==> src/rtl/neurotile_pkg.sv <==
// Shared types and defaults for the neurotile configuration loader.
package neurotile_pkg;

    localparam int unsigned CHAIN_BITS_DEF = 96;
    localparam logic [7:0]  SYNC_BYTE_DEF  = 8'hA5;
    localparam int unsigned CNT_W_DEF      = 12;

    function automatic int unsigned cfg_bytes(input int unsigned bits);
        return (bits + 7) / 8;
    endfunction

    localparam int unsigned CFG_BYTES = cfg_bytes(CHAIN_BITS_DEF);

    typedef enum logic [1:0] {
        IDLE  = 2'd0,
        WAIT  = 2'd1,
        SHIFT = 2'd2,
        LATCH = 2'd3
    } state_t;

endpackage

==> src/rtl/neurotile_cfg_loader_piso.sv <==
// 8-bit parallel-in serial-out register; bits leave MSB-first as bit_idx counts down.
module cfg_piso (
    input  logic       clk,
    input  logic       rst,
    input  logic       load,
    input  logic       shift,
    input  logic [7:0] din,
    output logic [2:0] bit_idx,
    output logic       next_bit
);

    logic [7:0] sreg;

    always_ff @(posedge clk) begin
        if (rst) begin
            sreg    <= 8'd0;
            bit_idx <= 3'd0;
        end else if (load) begin
            sreg    <= din;
            bit_idx <= 3'd7;
        end else if (shift) begin
            bit_idx <= bit_idx - 3'd1;
        end
    end

    // Bit that will be on the serial output in the following cycle.
    assign next_bit = load ? din[7] : sreg[3'(bit_idx - 3'd1)];

endmodule

==> src/rtl/neurotile_cfg_loader.sv <==
// Byte-stream loader for the neurotile config chain: sync, serialise MSB-first, latch.
module neurotile_cfg_loader
    import neurotile_pkg::*;
#(
    parameter int unsigned CHAIN_BITS = CHAIN_BITS_DEF,
    parameter logic [7:0]  SYNC_BYTE  = SYNC_BYTE_DEF,
    parameter int unsigned CNT_W      = CNT_W_DEF
) (
    input  logic       clk,
    input  logic       rst,
    input  logic [7:0] byte_in,
    input  logic       byte_valid,
    output logic       byte_ready,
    input  logic       abort,
    output logic       cfg_sdo,
    output logic       cfg_shift,
    output logic       cfg_latch,
    output logic       run_en,
    output logic       busy,
    output logic       done
);

    state_t           state, state_next;
    logic [CNT_W-1:0] bit_cnt, cnt_next;
    logic             run_next, shift_next, sdo_next;
    logic             piso_load, piso_shift, next_bit;
    logic [2:0]       bit_idx;

    cfg_piso u_piso (
        .clk      (clk),
        .rst      (rst),
        .load     (piso_load),
        .shift    (piso_shift),
        .din      (byte_in),
        .bit_idx  (bit_idx),
        .next_bit (next_bit)
    );

    always_ff @(posedge clk) begin
        if (rst) begin
            state     <= IDLE;
            bit_cnt   <= '0;
            cfg_shift <= 1'b0;
            cfg_sdo   <= 1'b0;
            run_en    <= 1'b0;
        end else begin
            state     <= state_next;
            bit_cnt   <= cnt_next;
            cfg_shift <= shift_next;
            cfg_sdo   <= sdo_next;
            run_en    <= run_next;
        end
    end

    // cfg_shift/cfg_sdo are registered one cycle ahead so they line up with the SHIFT cycles.
    always_comb begin
        state_next = state;
        cnt_next   = bit_cnt;
        run_next   = run_en;
        shift_next = 1'b0;
        sdo_next   = 1'b0;
        piso_load  = 1'b0;
        piso_shift = 1'b0;
        case (state)
            IDLE: begin
                if (byte_valid && byte_in == SYNC_BYTE) begin
                    state_next = WAIT;
                    run_next   = 1'b0;
                    cnt_next   = '0;
                end
            end
            WAIT: begin
                if (abort) begin
                    state_next = IDLE;
                end else if (byte_valid) begin
                    piso_load  = 1'b1;
                    state_next = SHIFT;
                    shift_next = 1'b1;
                    sdo_next   = next_bit;
                end
            end
            SHIFT: begin
                piso_shift = 1'b1;
                cnt_next   = bit_cnt + CNT_W'(1);
                if (abort) begin
                    state_next = IDLE;
                end else if (cnt_next == CNT_W'(CHAIN_BITS)) begin
                    state_next = LATCH;
                end else if (bit_idx == 3'd0) begin
                    state_next = WAIT;
                end else begin
                    shift_next = 1'b1;
                    sdo_next   = next_bit;
                end
            end
            LATCH: begin
                state_next = IDLE;
                if (!abort) begin
                    run_next = 1'b1;
                end
            end
            default: state_next = IDLE;
        endcase
    end

    // Abort must be able to cancel the latch pulse in the LATCH cycle itself.
    assign cfg_latch  = (state == LATCH) && !abort;
    assign done       = (state == LATCH) && !abort;
    assign byte_ready = (state == IDLE) || ((state == WAIT) && !abort);
    assign busy       = (state != IDLE);

endmodule

==> config.mk <==
export PLATFORM = sky130hd
export DESIGN_NAME = neurotile_cfg_loader
export DESIGN_NICKNAME = d
export VERILOG_FILES = /design/src/rtl/neurotile_pkg.sv /design/src/rtl/neurotile_cfg_loader_piso.sv /design/src/rtl/neurotile_cfg_loader.sv
export SDC_FILE = /design/constraint.sdc
export NUM_CORES = 1
export LEC_CHECK = 0
export ABC_AREA = 1
export CAP_MARGIN = 20
export CORE_MARGIN = 8
export CORE_UTILIZATION = 35
export DETAILED_ROUTE_END_ITERATION = 16
export PLACE_DENSITY = 0.58
export RECOVER_POWER = 100
export SYNTH_ARGS = -nofsm -noshare
export SYNTH_HDL_FRONTEND = slang
export SYNTH_SLANG_ARGS = --single-unit
==> constraint.sdc <==
create_clock -name clk -period 2.4 [get_ports clk]
set_input_delay 0.48 -clock clk [delete_from_list [all_inputs] [get_ports clk]]
set_output_delay 0.48 -clock clk [all_outputs]
set_load 0.1 [all_outputs]
## Word-level counts from Yosys, hierarchy flattened

Index checks and enable logic that the tools add are counted.

| word-level totals | value |
|---|---|
| memories | 0 |
| RAM bits | 0 |
| bits of input ports | 12 |
| bits in registers | 28 |
| ROM bits | 0 |
| latch bits | 0 |

| cells by class | value |
|---|---|
| shift operators | 0 |
| add/sub/neg operators | 2 |
| mux-type cells | 31 |
| magnitude comparators | 1 |
| equal/unequal tests | 9 |
| reductions and logical operators | 14 |
| multipliers | 0 |
| divide/modulo/power cells | 0 |
| bitwise gates (word level) | 0 |

Operator list:

| operator | count |
|---|---|
| one-hot mux 12 bit (2 select lines) | 1 |
| two-way mux 1 bit | 16 |
| adder 12 x 1 -> 12 bit, second input constant | 1 |
| == test 12 x 7 -> 1 bit, second input constant | 1 |
| two-way mux 12 bit | 1 |
| two-way mux 2 bit | 6 |
| == test 8 bit, second input constant | 1 |
| one-hot mux 2 bit (4 select lines) | 1 |
| nonzero test 2 bit | 4 |
| two-way mux 3 bit | 2 |
| one-hot mux 1 bit (2 select lines) | 3 |
| AND reduction 3 bit | 2 |
| == test 2 bit, second input constant | 2 |
| < comparator 3 x 4 -> 1 bit, second input constant | 1 |
| inequality test 2 bit, second input constant | 2 |
| inequality test 4 bit, second input constant | 1 |
| binary-select mux 1 bit (select 3 bit) | 1 |
| logical AND 1 bit | 3 |
| logical NOT 3 bit | 1 |
| inequality test 3 bit, second input constant | 1 |
| subtractor 3 x 1 -> 3 bit, second input constant | 1 |
| == test 2 x 1 -> 1 bit, second input constant | 1 |
| logical NOT 2 bit | 1 |
| AND reduction 2 bit | 1 |
| 2 further kinds | 2 |

## Longest topological paths before layout

Gate-level depths: netlist (run 1).

| depth | value |
|---|---|
| word-level depth | 8 |
| depth in mapped cells | 14 |
| mapped depth without buffers | 14 |

## Hierarchy

Synthesis (run 1) repeated with hierarchy kept, for this count alone.

| unflattened totals | value |
|---|---|
| cell total of the unflattened synthesis | 249 |
| area total of the unflattened synthesis | 1689.1 µm² |

Modules (own cells, without submodules):

| module | cells each | instances | area each (µm²) |
|---|---|---|---|
| neurotile_cfg_loader | 178 | 1 | 1168.6 |
| cfg_piso | 71 | 1 | 520.5 |

## Worst setup path after synthesis (run 1)

OpenSTA, ideal clock, no wires.

| timing | value |
|---|---|
| path type | flip-flop to output port |
| from | register state[0] |
| to | output port done |
| path slack | -0.446 ns |
| path buffers | 1 |
| stages on the path, launching flop included | 5 |
| data required time | 1.920 ns |
| arrival | 2.366 ns |
| cell sequence | dfxtp_1 ha_1 inv_1 nor2_1 buf_4 |

| on the way | value |
|---|---|
| cells in the longest elaborated chain, start to end | 2 |

Ends and longest elaborated chain:

| what | line | text |
|---|---|---|
| start: declaration | neurotile_cfg_loader.sv:23 | `state_t state, state_next;` |
| start signal: assignment | neurotile_cfg_loader.sv:47 | `state <= state_next;` |
| == test 2 bit | - |  |
| logical AND 1 bit | - |  |
| end: declaration | neurotile_cfg_loader.sv:20 | `output logic done` |

No other way between the ends.

## Final worst setup path (run 1)

| timing | value |
|---|---|
| from | input port abort |
| to | output port done |

| on the way | value |
|---|---|
| cells in the longest elaborated chain, start to end | 2 |

Ends and longest elaborated chain:

| what | line | text |
|---|---|---|
| start: declaration | neurotile_cfg_loader.sv:14 | `input logic abort,` |
| logical NOT 1 bit | neurotile_cfg_loader.sv:108 | `assign done = (state == LATCH) && !abort;` |
| logical AND 1 bit | neurotile_cfg_loader.sv:108 |  |

No other way between the ends.

==> results of run 1 <==
==> final timing paths <==
| kind | startpoint | to | slack [ns] | cells after the start |
|---|---|---|---|---|
| worst min-delay path | u_piso.sreg[2] | u_piso.sreg[2] | 0.47 | 2 |
| worst max register to register | bit_cnt[1] | state[1] | 0.40 | 13 |
| worst max-delay path | abort | done | 0.17 | 3 |
| worst min register to register | u_piso.sreg[2] | u_piso.sreg[2] | 0.47 | 2 |
==> stage by stage <==
| stage | cells | total power, uW | cell area (sq um) |
|---|---|---|---|
| global route | 339 | 1050 | 2010 |
| floorplan | 254 | 585 | 1710 |
| CTS | 339 | 1030 | 2070 |
| finish | 339 | 1000 | 2010 |
| detailed placement | 335 | 647 | 2000 |
| global placement | 335 | 646 | 2000 |
==> report_power, final <==
group / switching, uW / total (uW) / internal (uW)
logic: 91.9 / 138 / 46.5
registers: 7.88 / 482 / 474
clock network: 160 / 384 / 224
total: 260 / 1000 / 744
==> metal layers <==
layer	wire [um]	share of wire [%]
met1	1990	50
met2	1880	47
met3	114	2.8
met4	29	0.72
met5	0	0
==> worst min-delay path, stage by stage (launching register included) <==
cell and delay [ns]:
dfxtp_1 0.31, inv_1 0.06, a21oi_1 0.06
==> synth_stat cells (3+ instances only) <==
master / number / area share [%]
nand4_1: 3 / 1.1
nor2_2: 4 / 1.5
dfxtp_1: 28 / 33
inv_1: 29 / 6.4
nand3_2: 3 / 1.8
nand2_2: 6 / 2.2
nor2_4: 4 / 2.6
nand2_1: 68 / 15
clkbuf_1: 4 / 0.88
a21oi_1: 25 / 7.3
nor2_1: 27 / 5.9
nand3_1: 11 / 3.2
o21ai_0: 15 / 4.4
ha_1: 8 / 5.9
==> registers in the layout, summed over array words and instances (netlist names) <==
signal and count:
bit_cnt 12, u_piso.sreg 8, u_piso.bit_idx 3, state 2, cfg_sdo 1, cfg_shift 1, run_en 1
==> cell families (layout without fill, tap and decap cells) <==
family | Yosys count | count (layout) | synth area share (%)
AOI/OAI and AO/OA | 45 | 45 | 14.0
buffers and inverters | 37 | 55 | 8.43
adders and majority gates | 8 | 8 | 5.87
and+or+nand+nor | 132 | 132 | 36.7
DFF | 28 | 28 | 32.8
muxes | 1 | 1 | 0.587
xor gates and xnor gates | 3 | 3 | 1.54
==> cells in the final DEF (no fill, tap or decap), types with 2 or more instances in the layout <==
cell type	count
nand3b_1	2
clkbuf_8	3
inv_1	29
dlygate4sd3_1	2
buf_4	2
nor2_1	29
buf_12	2
xnor2_1	2
nand2_1	68
dfxtp_1	28
nor2_2	2
nand4_1	3
ha_1	8
clkdlybuf4s50_1	9
nand3_2	3
clkbuf_1	4
o21a_1	2
a21oi_1	25
nor2_4	4
o21ai_0	15
nand2_2	7
nand3_1	11
==> final cells by class <==
| class | instances | area, sq um | area share (%) |
|---|---|---|---|
| multi-input combinational | 189 | 992 | 49.3 |
| sequential | 28 | 561 | 27.8 |
| timing repair buffer | 21 | 193 | 9.57 |
| inverter | 30 | 113 | 5.59 |
| tap | 67 | 83.8 | 4.16 |
| clock buffer | 3 | 41.3 | 2.05 |
| clock inverter | 1 | 30.0 | 1.49 |
==> impl_metrics.py, run 1 <==
metrics = {
    "detailed_routing": {
        "routed_wirelength_um": 4020,
        "antenna_left": 0,
        "first_pass_iters": 4,
        "wl_per_cell_um": 11.8,
        "vias": 1555,
        "initialDrtViolationCount": 49,
        "vias_per_cell": 4.59,
        "drc": 0,
    },
    "placement": {
        "dp_slack_ns": 0.176,
        "gp_congestion": 0.752,
        "hpwl_um": 3010,
        "io_buffers": 18,
    },
    "cts": {
        "holdBufCountCts": 0,
        "cts-root-buf": "clkbuf_8",
        "post_cts_buffers": 0,
        "ctsResizeCount": 0,
        "cts_tree": "built",
        "cts.sinks": 28,
        "clk_latency_ns": 0.28,
        "cts_buffers": 3,
        "h-tree-depth": 1,
        "cts_buffer_depth": 2,
        "clk_pin_slew_ns": 0.10,
    },
    "setup_path": {
        "cp_top_family": "buffers and inverters",
        "critical_path.max_fanout": 3,
        "end_kind": "output pin",
        "critPathMaxStageDelay_ns": 0.59,
        "critPathKind": "input port to output pin",
        "critPathRequiredTime_ns": 1.92,
        "critPathSlowestCell": "dlygate4sd3_1",
        "cp-start-kind": "input port",
        "cp_num_buf_inv": 2,
        "path_cells": "dlygate4sd3_1 -> nor2_1 -> buf_12",
        "arrival_ns": 1.75,
    },
    "sta": {
        "period_share_pct": 92.9,
        "fmax_ghz": 0.449,
        "hold_viol": 0,
        "fin_ws_ns": 0.171,
        "slew_viol_final": 0,
        "worst_slew_pin_slew_ns": 1.17,
        "setup-violations-final": 0,
        "relSlewSlack_pct": 22.1,
        "fin_tns_setup_ns": 0,
        "rsz0062_at_grt": "false",
        "whs_ns": 0.466,
        "fin_skew_ns": 0.00546,
        "layout_min_cycle_time_ns": 2.23,
    },
    "yosys": {
        "synthCells": 254,
        "yosysUniqueCellTypes": 30,
        "syn_nets": 274,
        "netlist_area_sq_um": 1710,
        "syn_avg_cell_area_sq_um": 6.72,
        "synthArstFlopShare_pct": 0,
        "yosys_most_used_dff": "dfxtp_1",
        "ys_seq_area_share_pct": 32.8,
        "yosysWarnings": 0,
        "synth_edf_count": 0,
        "ys_ff_latch": 28,
    },
    "finish": {
        "fin_nets": 293,
        "final_core_util_pct": 42.6,
        "syn_to_final_growth_pct": 18.0,
        "fillers": 495,
        "drive_above_1_share_pct": 10.7,
        "antennaDiodeCount": 0,
    },
    "global_routing": {
        "busiest_layer": "met2",
        "grt_pass1_vias": 1628,
        "use_met1_pct": 14.4,
        "grt_max_degree": 18,
        "grt_pass1_wl_um": 7260,
        "grt_util_met3_pct": 2.20,
        "grt_overflow_total": 0,
        "grt_usage_pct": 11.9,
        "antenna_found_initial": 0,
        "met2_usage_pct": 20.9,
    },
    "pwr": {
        "irDropWorstVdd_v": 0.000291,
        "p_per_area_nw_per_um2": 499,
        "p_leak_uw": 0.000740,
    },
    "die": {
        "start_util_pct": 36.1,
        "pin_count": 19,
        "core_area_sq_um": 4720,
        "die_width_um": 85.8,
        "fp.dieH_um": 85.8,
        "rows": 25,
        "die_area_sq_um": 7370,
    },
    "outcome": {
        "status": "complete, no violations",
    },
    "run": {
        "max_cap_viol_count": 0,
    },
    "worst_hold_path": {
        "min_path_type": "flip-flop to flip-flop",
    },
}
No activity file was read; power rests on OpenSTA's default activity.
==> inputs of run 2 (changes only) <==
- DONT_BUFFER_PORTS: not set -> 1
- PLACE_DENSITY: 0.58 -> 0.53
- SYNTH_HIERARCHICAL: not set -> 1
==> impl_metrics.py, run 2 <==
metrics = {
    "detailed_routing": {
        "wl_per_cell_um": 12.0,
        "vias": 1466,
        "routed_wirelength_um": 3650,
        "initialDrtViolationCount": 62,
        "first_pass_iters": 4,
        "drc": 0,
        "vias_per_cell": 4.81,
        "antenna_left": 0,
    },
    "cts": {
        "h-tree-depth": 1,
        "clk_pin_slew_ns": 0.09,
        "clk_latency_ns": 0.27,
        "cts-root-buf": "clkbuf_8",
        "cts_buffers": 3,
        "cts_tree": "built",
        "cts_buffer_depth": 2,
        "cts.sinks": 28,
        "ctsResizeCount": 0,
        "post_cts_buffers": 0,
        "holdBufCountCts": 0,
    },
    "yosys": {
        "synth_common_cells": "nand2_1 (69), inv_1 (31), dfxtp_1 (28)",
        "yosysWarnings": 6,
        "yosys_most_used_dff": "dfxtp_1",
        "ys_ff_latch": 28,
        "synthCells": 249,
        "synthTopCellsByArea": "dfxtp_1 (33%), nand2_1 (15%), inv_1 (6.9%)",
        "synthArstFlopShare_pct": 0,
        "synth.most_common_cell": "nand2_1",
        "synth_top_area_share_pct": 33.2,
        "syn_avg_cell_area_sq_um": 6.78,
        "netlist_area_sq_um": 1690,
        "synth_top_cell_by_area": "dfxtp_1",
        "ys_seq_area_share_pct": 33.2,
        "syn_nets": 268,
        "yosysUniqueCellTypes": 32,
        "synth_edf_count": 0,
    },
    "sta": {
        "hold_viol": 0,
        "setup-violations-final": 0,
        "worst_slew_pin_slew_ns": 1.20,
        "relSlewSlack_pct": 20.1,
        "period_share_pct": 87.5,
        "rsz0062_at_grt": "false",
        "fin_tns_setup_ns": 0,
        "slew_viol_final": 0,
        "fmax_ghz": 0.476,
        "fin_skew_ns": 0.00156,
        "layout_min_cycle_time_ns": 2.10,
    },
    "setup_path": {
        "critPathRequiredTime_ns": 1.92,
        "end_kind": "output pin",
        "arrival_ns": 1.62,
        "critPathKind": "flip-flop to output pin",
        "critical_path.max_fanout": 4,
        "cp-start-kind": "flip-flop",
    },
    "worst_hold_path": {
        "min_path_type": "input port to flip-flop",
    },
    "placement": {
        "dp_cells": 302,
        "gp_congestion": 0.795,
        "io_buffers": 0,
        "hpwl_um": 2840,
    },
    "global_routing": {
        "grt_overflow_total": 0,
        "met2_usage_pct": 17.8,
        "grt_usage_pct": 10.9,
        "grt_pass1_wl_um": 6620,
        "busiest_layer": "met2",
        "use_met1_pct": 13.6,
        "antenna_found_initial": 0,
        "grt_util_met3_pct": 2.61,
        "grt_max_degree": 20,
        "grt_pass1_vias": 1483,
    },
    "pwr": {
        "irDropWorstVdd_v": 0.000252,
        "power_switching_uw": 223,
        "swShare_pct": 26.7,
        "p_clk_share_pct": 29.8,
        "p_per_area_nw_per_um2": 468,
        "p_comb_share_pct": 12.8,
        "power.share.sequential_pct": 57.3,
        "p_leak_uw": 0.000693,
        "internal-power_uw": 612,
    },
    "finish": {
        "instances_no_fill": 305,
        "layout_common_cells": "nand2_1 (68), inv_1 (32), dfxtp_1 (28)",
        "largest_register": "bit_cnt",
        "fin_nets": 272,
        "syn_to_final_growth_pct": 5.63,
        "layout_commonest_cell": "nand2_1",
        "antennaDiodeCount": 0,
        "reg.largest.list": "bit_cnt: 12 flops, u_piso/sreg: 8 flops, u_piso/bit_idx: 3 flops",
        "drive_above_1_share_pct": 11.6,
        "fillers": 530,
        "largest_reg_flops": 12,
    },
    "outcome": {
        "status": "complete, no violations",
    },
    "run": {
        "max_cap_viol_count": 0,
    },
    "die": {
        "core_area_sq_um": 4690,
        "fp.dieH_um": 85.5,
        "die_area_sq_um": 7310,
        "rows": 25,
        "die_width_um": 85.5,
        "start_util_pct": 36.0,
        "pin_count": 19,
    },
}
==> run 2: cell count changes in the layout (fill, tap and decap cells not counted), moves of 2 or more <==
cell and delta:
a21oi_1 -3, a21oi_2 +2, buf_12 -2, buf_4 -2, clkdlybuf4s50_1 -9, dlygate4sd3_1 -2
inv_1 +3, nand2_2 -2, nand3_1 +2, nor2_1 -10, nor2_2 +2, nor2_4 -2
nor3_1 +2, o21a_1 -2
==> run 2: through the flow <==
step	cell area (sq um)	hold WS (ns)	worst slack [ns]	total power, uW	utilization (%)
global route	1780	0.248	0.216	879	38.0
global placement	1760	0.447	0.552	601	37.5
CTS	1800	0.253	0.415	855	38.4
floorplan	1690	0.429	0.0674	582	-
finish	1780	0.268	0.299	835	38.0
detailed placement	1760	0.451	0.565	600	37.5
==> run 2: worst max-delay path, stage by stage (launching register included) <==
cell and delay (ns):
dfxtp_1 0.40, inv_1 0.08, ha_1 0.24, inv_1 0.14, clkbuf_2 0.49
==> run 2: cells by family (layout without fill, tap and decap cells) <==
group,Yosys count,in the layout,synth area share [%]
buffers and inverters,41,43,10.7
adder cells (fa/ha/maj),7,7,5.18
AO/OA/AOI/OAI,41,41,13.1
XOR/XNOR,3,3,1.56
AND/OR/NAND/NOR,129,129,36.3
flip-flops,28,28,33.2
==> run 2: area by class of cell <==
cell class                      instances  area [sq um]  area share (%)
Clock buffer                            3          41.3            2.31
Inverter                               34           130            7.29
Multi-Input combinational cell        180           956            53.6
Sequential cell                        28           561            31.4
Tap cell                               54          67.6            3.79
Timing Repair Buffer                    6          28.8            1.61
==> run 2: path summary, 6_finish.rpt <==
path,startpoint,endpoint,slack (ns),depth (start not counted)
max,state[0],busy,0.30,4
min reg2reg,u_piso/sreg[7],u_piso/sreg[7],0.46,2
max reg2reg,bit_cnt[0],state[0],0.49,12
min,rst,state[1],0.27,1
==> run 2: power groups by stage <==
stage,registers (uW),clock network [uW],logic [uW]
after floorplan,487,0,94.4
after global placement,490,0,112
after detailed placement,490,0,111
after CTS,479,265,111
after global routing,480,279,120
final,479,249,107
==> run 2: per-layer routing <==
metal	vias up	routed length [um]
met2	14	1650
met5	-	0
met1	650	1830
li1	800	-
met4	0	24
met3	2	148
==> edit 1, RTL diff (settings of run 1) <==
The package constant `CNT_W_DEF` goes from 12 to 6.
--- a/src/rtl/neurotile_pkg.sv
+++ b/src/rtl/neurotile_pkg.sv
@@ -4,5 +4,5 @@
     localparam int unsigned CHAIN_BITS_DEF = 96;
     localparam logic [7:0]  SYNC_BYTE_DEF  = 8'hA5;
-    localparam int unsigned CNT_W_DEF      = 12;
+    localparam int unsigned CNT_W_DEF      = 6;
 
     function automatic int unsigned cfg_bytes(input int unsigned bits);
Check against the original RTL: same outputs for any inputs over 10 cycles, from zero or initial values and one cycle with rst high; that may be too few to reach the edited logic, so the function may still have changed.
==> edit 1 against run 1 <==
  * Sequential cell count down 6
  * Non-clock buffer count down 1
  * Via count down 27%
  * Worst hold slack better by 0.019 ns
  * Total power down 30%
  * Routed wire length down 33%
  * Worst setup slack better by 0.098 ns
  * Design area down 28%
  * First-iteration DRC count unchanged
  * Critical path depth up 2
  * Synthesized cell count down 31%
  * Register-to-register slack better by 0.33 ns
  * Synthesized area down 29%
==> edit 1: results (changes against run 1) <==
placed_design:
  place.gp.congestion: 0.8154  # was 0.7520
  pre_cts_ws_ns: 0.3283  # was 0.1761 ns
final_layout:
  multi_input_area_um2: 646.9  # was 992.2 um^2
  reg.largest.list: "u_piso.sreg x8, bit_cnt x6, u_piso.bit_idx x3"  # was bit_cnt x12, u_piso.sreg x8, u_piso.bit_idx x3
  nNetsFinal: 213  # was 293
critical_path:
  timing.rr.start: "bit_cnt[0]"  # was bit_cnt[1]
  r2r_cells: 10  # was 13
  crit-reg2reg-capture: "state[0]"  # was state[1]
  crit_fanout: 4  # was 3
pwr:
  p_sw_share_pct: 27.68  # was 25.90%
  vdd_ir_drop_max_mv: 0.2444  # was 0.2909 mV
routing:
  drt_wl_total_mm: 2.690  # was 4.017 mm
worst_hold_path:
  min_from: "u_piso.sreg[7]"  # was u_piso.sreg[2]
  hold_end: "u_piso.sreg[7]"  # was u_piso.sreg[2]
grt:
  grt_pass1_wl_mm: 4.471  # was 7.258 mm
  track_usage_pct: 10.13  # was 11.89%
  grt_max_degree: 13  # was 18
logic_synthesis:
  synthTopCellsByArea: "dfxtp_1 (36%), nand2_1 (12%), a21oi_1 (7.4%)"  # was dfxtp_1 (33%), nand2_1 (15%), a21oi_1 (7.3%)
  synthDistinctLibCells: 25  # was 30
  syn_nets: 193  # was 274
  ys_top_cells_by_count: "nand2_1 (38), inv_1 (24), dfxtp_1 (22), nor2_1 (20), a21oi_1 (18)"  # was nand2_1 (68), inv_1 (29), dfxtp_1 (28), nor2_1 (27), a21oi_1 (25)
  synth-seq-area-share_pct: 36.40  # was 32.84%
clock_network:
  clk_latency_ns: 0.31  # was 0.28 ns
  clockRootBuffer: "clkbuf_4"  # was clkbuf_8
timing:
  worst_slew_margin_rel_pct: 21.97  # was 22.07%
status:
  outcome: "completed"  # unchanged
[edit 1: per-layer routing]
| layer | track usage [%] | up-vias | share of wire (%) | routed length, um |
|---|---|---|---|---|
| li1 | - | 589 | - | - |
| met1 | 10.54 | 523 | 45 | 1207 |
| met2 | 19.17 | 13 | 52 | 1404 |
| met3 | 1.731 | 4 | 1.8 | 48 |
| met4 | 4.565 | 0 | 1.1 | 29 |
| met5 | 0 | - | 0 | 0 |
[edit 1: logic make-up (layout without fill, tap and decap cells)]
kind of cell,count (synthesis),after routing,synth area share [%]
AO/OA/AOI/OAI,35,35,15.41
XOR/XNOR,2,2,1.448
adder cells (fa/ha/maj),7,7,7.239
buffers and inverters,29,48,9.928
flip-flops,22,22,36.40
multiplexers,1,1,0.8273
AND/OR/NAND/NOR,78,78,28.75
[edit 1: final cells by class]
type	instances	area share [%]
multi-input combinational	123	44.42
sequential	22	30.24
timing repair buffer	20	12.71
inverter	24	6.186
tap	46	3.952
clock buffer	4	2.491
[edit 1: tightest hold or removal path, cell delays in order (launching register included)]
cell	delay (ns)
dfxtp_1	0.34
nand2_1	0.06
a21oi_1	0.05
[edit 1: worst max-delay path by stage]
stage | from | end | slack [ns] | cells after the start
2_1_floorplan | state[0] | byte_ready | 0.09 | 4
3_3_place_gp | byte_in[0] | state[0] | 0.37 | 10
3_5_place_dp | byte_in[7] | state[0] | 0.33 | 10
4_1_cts | abort | byte_ready | 0.43 | 5
5_1_grt | abort | byte_ready | 0.18 | 5
6_report | abort | byte_ready | 0.27 | 5
[edit 1: power groups by stage]
stage,logic [mW],registers [mW],clock network [mW]
floorplan,0.0820,0.385,0
global placement,0.131,0.387,0
detailed placement,0.132,0.387,0
CTS,0.133,0.379,0.212
global route,0.128,0.381,0.228
finish,0.117,0.379,0.203
==> edit 2, RTL diff (flow settings as in run 1) <==
Without the edit above. Make the reset (`rst`) asynchronous in 2 clocked blocks. Comments in the files are not updated.
--- a/src/rtl/neurotile_cfg_loader_piso.sv
+++ b/src/rtl/neurotile_cfg_loader_piso.sv
@@ -12,5 +12,5 @@
     logic [7:0] sreg;
 
-    always_ff @(posedge clk) begin
+    always_ff @(posedge clk or posedge rst) begin
         if (rst) begin
             sreg    <= 8'd0;
--- a/src/rtl/neurotile_cfg_loader.sv
+++ b/src/rtl/neurotile_cfg_loader.sv
@@ -37,5 +37,5 @@
     );
 
-    always_ff @(posedge clk) begin
+    always_ff @(posedge clk or posedge rst) begin
         if (rst) begin
             state     <= IDLE;
Behaviour: differs if rst is asserted again (counterexample within 4 cycles, from zero or initial values and one cycle with rst high); with rst held inactive, the same outputs for 10 cycles.
==> edit 2 against run 1 <==
  * Worst setup slack gained 0.077 ns
  * Routed wire length shrank 11%
  * Fmax grew 3.6%
  * Synthesized area shrank 5.4%
  * Sequential cell count is the same
  * Sequential share of layout area grew 8.9 points
  * Design area shrank 5.2%
  * Highest routed layer unchanged
  * First-iteration DRC count grew 39%
Power is not compared: it rests on default switching activity, and its combinational part moved more than twofold at a synthesized area within 25%.
==> edit 2: results (changes against run 1) <==
clock_network:
  ctsResizeCount: 0  # unchanged
  clk_latency_ns: 0.27
  clockRootBuffer: "clkbuf_8"  # unchanged
  cts_setup_buffers: 0  # unchanged
  clkTransAtPathRegs_ns: 0.09
placed_design:
  placed_cells: 286  # was 335
  hpwl_mm: 2.786  # was 3.013 mm
  place.gp.congestion: 0.8655  # was 0.7520
  pre_cts_ws_ns: 0.1434  # was 0.1761 ns
  placed_cell_area_mm2: 0.001911  # was 0.001999 mm^2
logic_synthesis:
  syn_nets: 234  # was 274
  synthTopCellsByArea: "dfrtp_1 (43%), nand2_1 (16%), inv_1 (7.0%)"  # was dfxtp_1 (33%), nand2_1 (15%), a21oi_1 (7.3%)
  ys_warn_count: 0  # unchanged
  synthDistinctLibCells: 27  # was 30
  synth-seq-area-share_pct: 43.38  # was 32.84%
  ys_top_cells_by_count: "nand2_1 (68), inv_1 (30), dfrtp_1 (28), o21ai_0 (18), nor2_1 (15)"  # was nand2_1 (68), inv_1 (29), dfxtp_1 (28), nor2_1 (27), a21oi_1 (25)
  syn-mean-instance-area_um2: 7.513  # was 6.719 um^2
  synth-main-ff-cell: "dfrtp_1"  # was dfxtp_1
  ys_async_sr_fraction_pct: 100.0  # was 0%
critical_path:
  crit-reg2reg-capture: "cfg_sdo"  # was state[1]
  r2r_cells: 12  # was 13
  arrival_ns: 1.67  # was 1.75 ns
  r2r_slack_ns: 0.48  # was 0.40 ns
  crit_slowest_cell: "dlygate4sd3_1"  # unchanged
  timing.rr.start: "bit_cnt[0]"  # was bit_cnt[1]
  slowest_delay_ns: 0.58
final_layout:
  drive_above_1_share_pct: 7.173  # was 10.66%
  fill_cells: 472  # was 495
  nNetsFinal: 258  # was 293
  fin_util_pct: 43.25  # was 42.62%
grt:
  grt_pass1_wl_mm: 6.168  # was 7.258 mm
  grt_max_degree: 29  # was 18
  track_usage_pct: 10.33  # was 11.89%
  grt_pass1_vias: 1395  # was 1,628
worst_hold_path:
  min_from: "u_piso.sreg[1]"  # was u_piso.sreg[2]
  hold_end: "u_piso.sreg[1]"  # was u_piso.sreg[2]
routing:
  vias_per_cell: 4.730  # was 4.587
  wl_per_cell_um: 12.36  # was 11.85 um
  dr.pass1.iters: 4  # unchanged
  drt_wl_total_mm: 3.571  # was 4.017 mm
  drt-initial-drc-count: 68  # was 49
timing:
  worst_slew_margin_rel_pct: 21.64  # was 22.07%
  hold_slack_ns: 0.4829  # was 0.4658 ns
  finClkSkew_ns: 0.007580  # was 0.005464 ns
status:
  outcome: "completed"  # unchanged
-- edit 2: worst max path at each step --
stage	from	to	slack, ns	cells past startpoint
final	abort	done	0.25	3
after global routing	state[1]	busy	0.19	4
after CTS	byte_in[5]	bit_cnt[1]	0.44	10
after detailed placement	byte_in[5]	bit_cnt[1]	0.14	10
after global placement	byte_in[7]	bit_cnt[1]	0.14	10
after floorplan	state[0]	byte_ready	0.06	4
-- edit 2: final cells by class --
cell class              count  area share [%]
repair buffers             22           11.14
clock buffers               3           2.163
multi-input cells         154           40.69
inverters                  30           5.898
well taps                  52           3.408
flip-flops and latches     28           36.70
-- edit 2: worst max-delay path, delay by kind of cell --
kind                   cells  cell delay (ns)
AND/OR/NAND/NOR            1             0.38
buffers and inverters      2             0.81
-- edit 2: where the power goes --
group,internal [mW],total [mW],switching (mW),leakage [nW]
logic,0.260,0.870,0.609,0.509
registers,0.594,0.678,0.0842,0.360
clock network,0.113,0.254,0.141,0.0216
-- edit 2: cells by family (layout without fill, tap and decap cells) --
logic type,count (synthesis),after routing,share of synthesized area [%]
compound gates,37,37,13.09
xor+xnor,2,2,1.085
fa+ha+maj,7,7,5.422
buf+inv,33,55,8.056
flops,28,28,43.38
simple gates,108,108,28.97
-- edit 2: routing by layer --
metal | global-route usage, % | up-vias | wire length [um]
li1 | - | 732 | -
met3 | 2.148 | 2 | 105
met2 | 18.25 | 15 | 1725
met1 | 12.36 | 618 | 1718
met5 | 0 | - | 0
met4 | 2.355 | 0 | 21
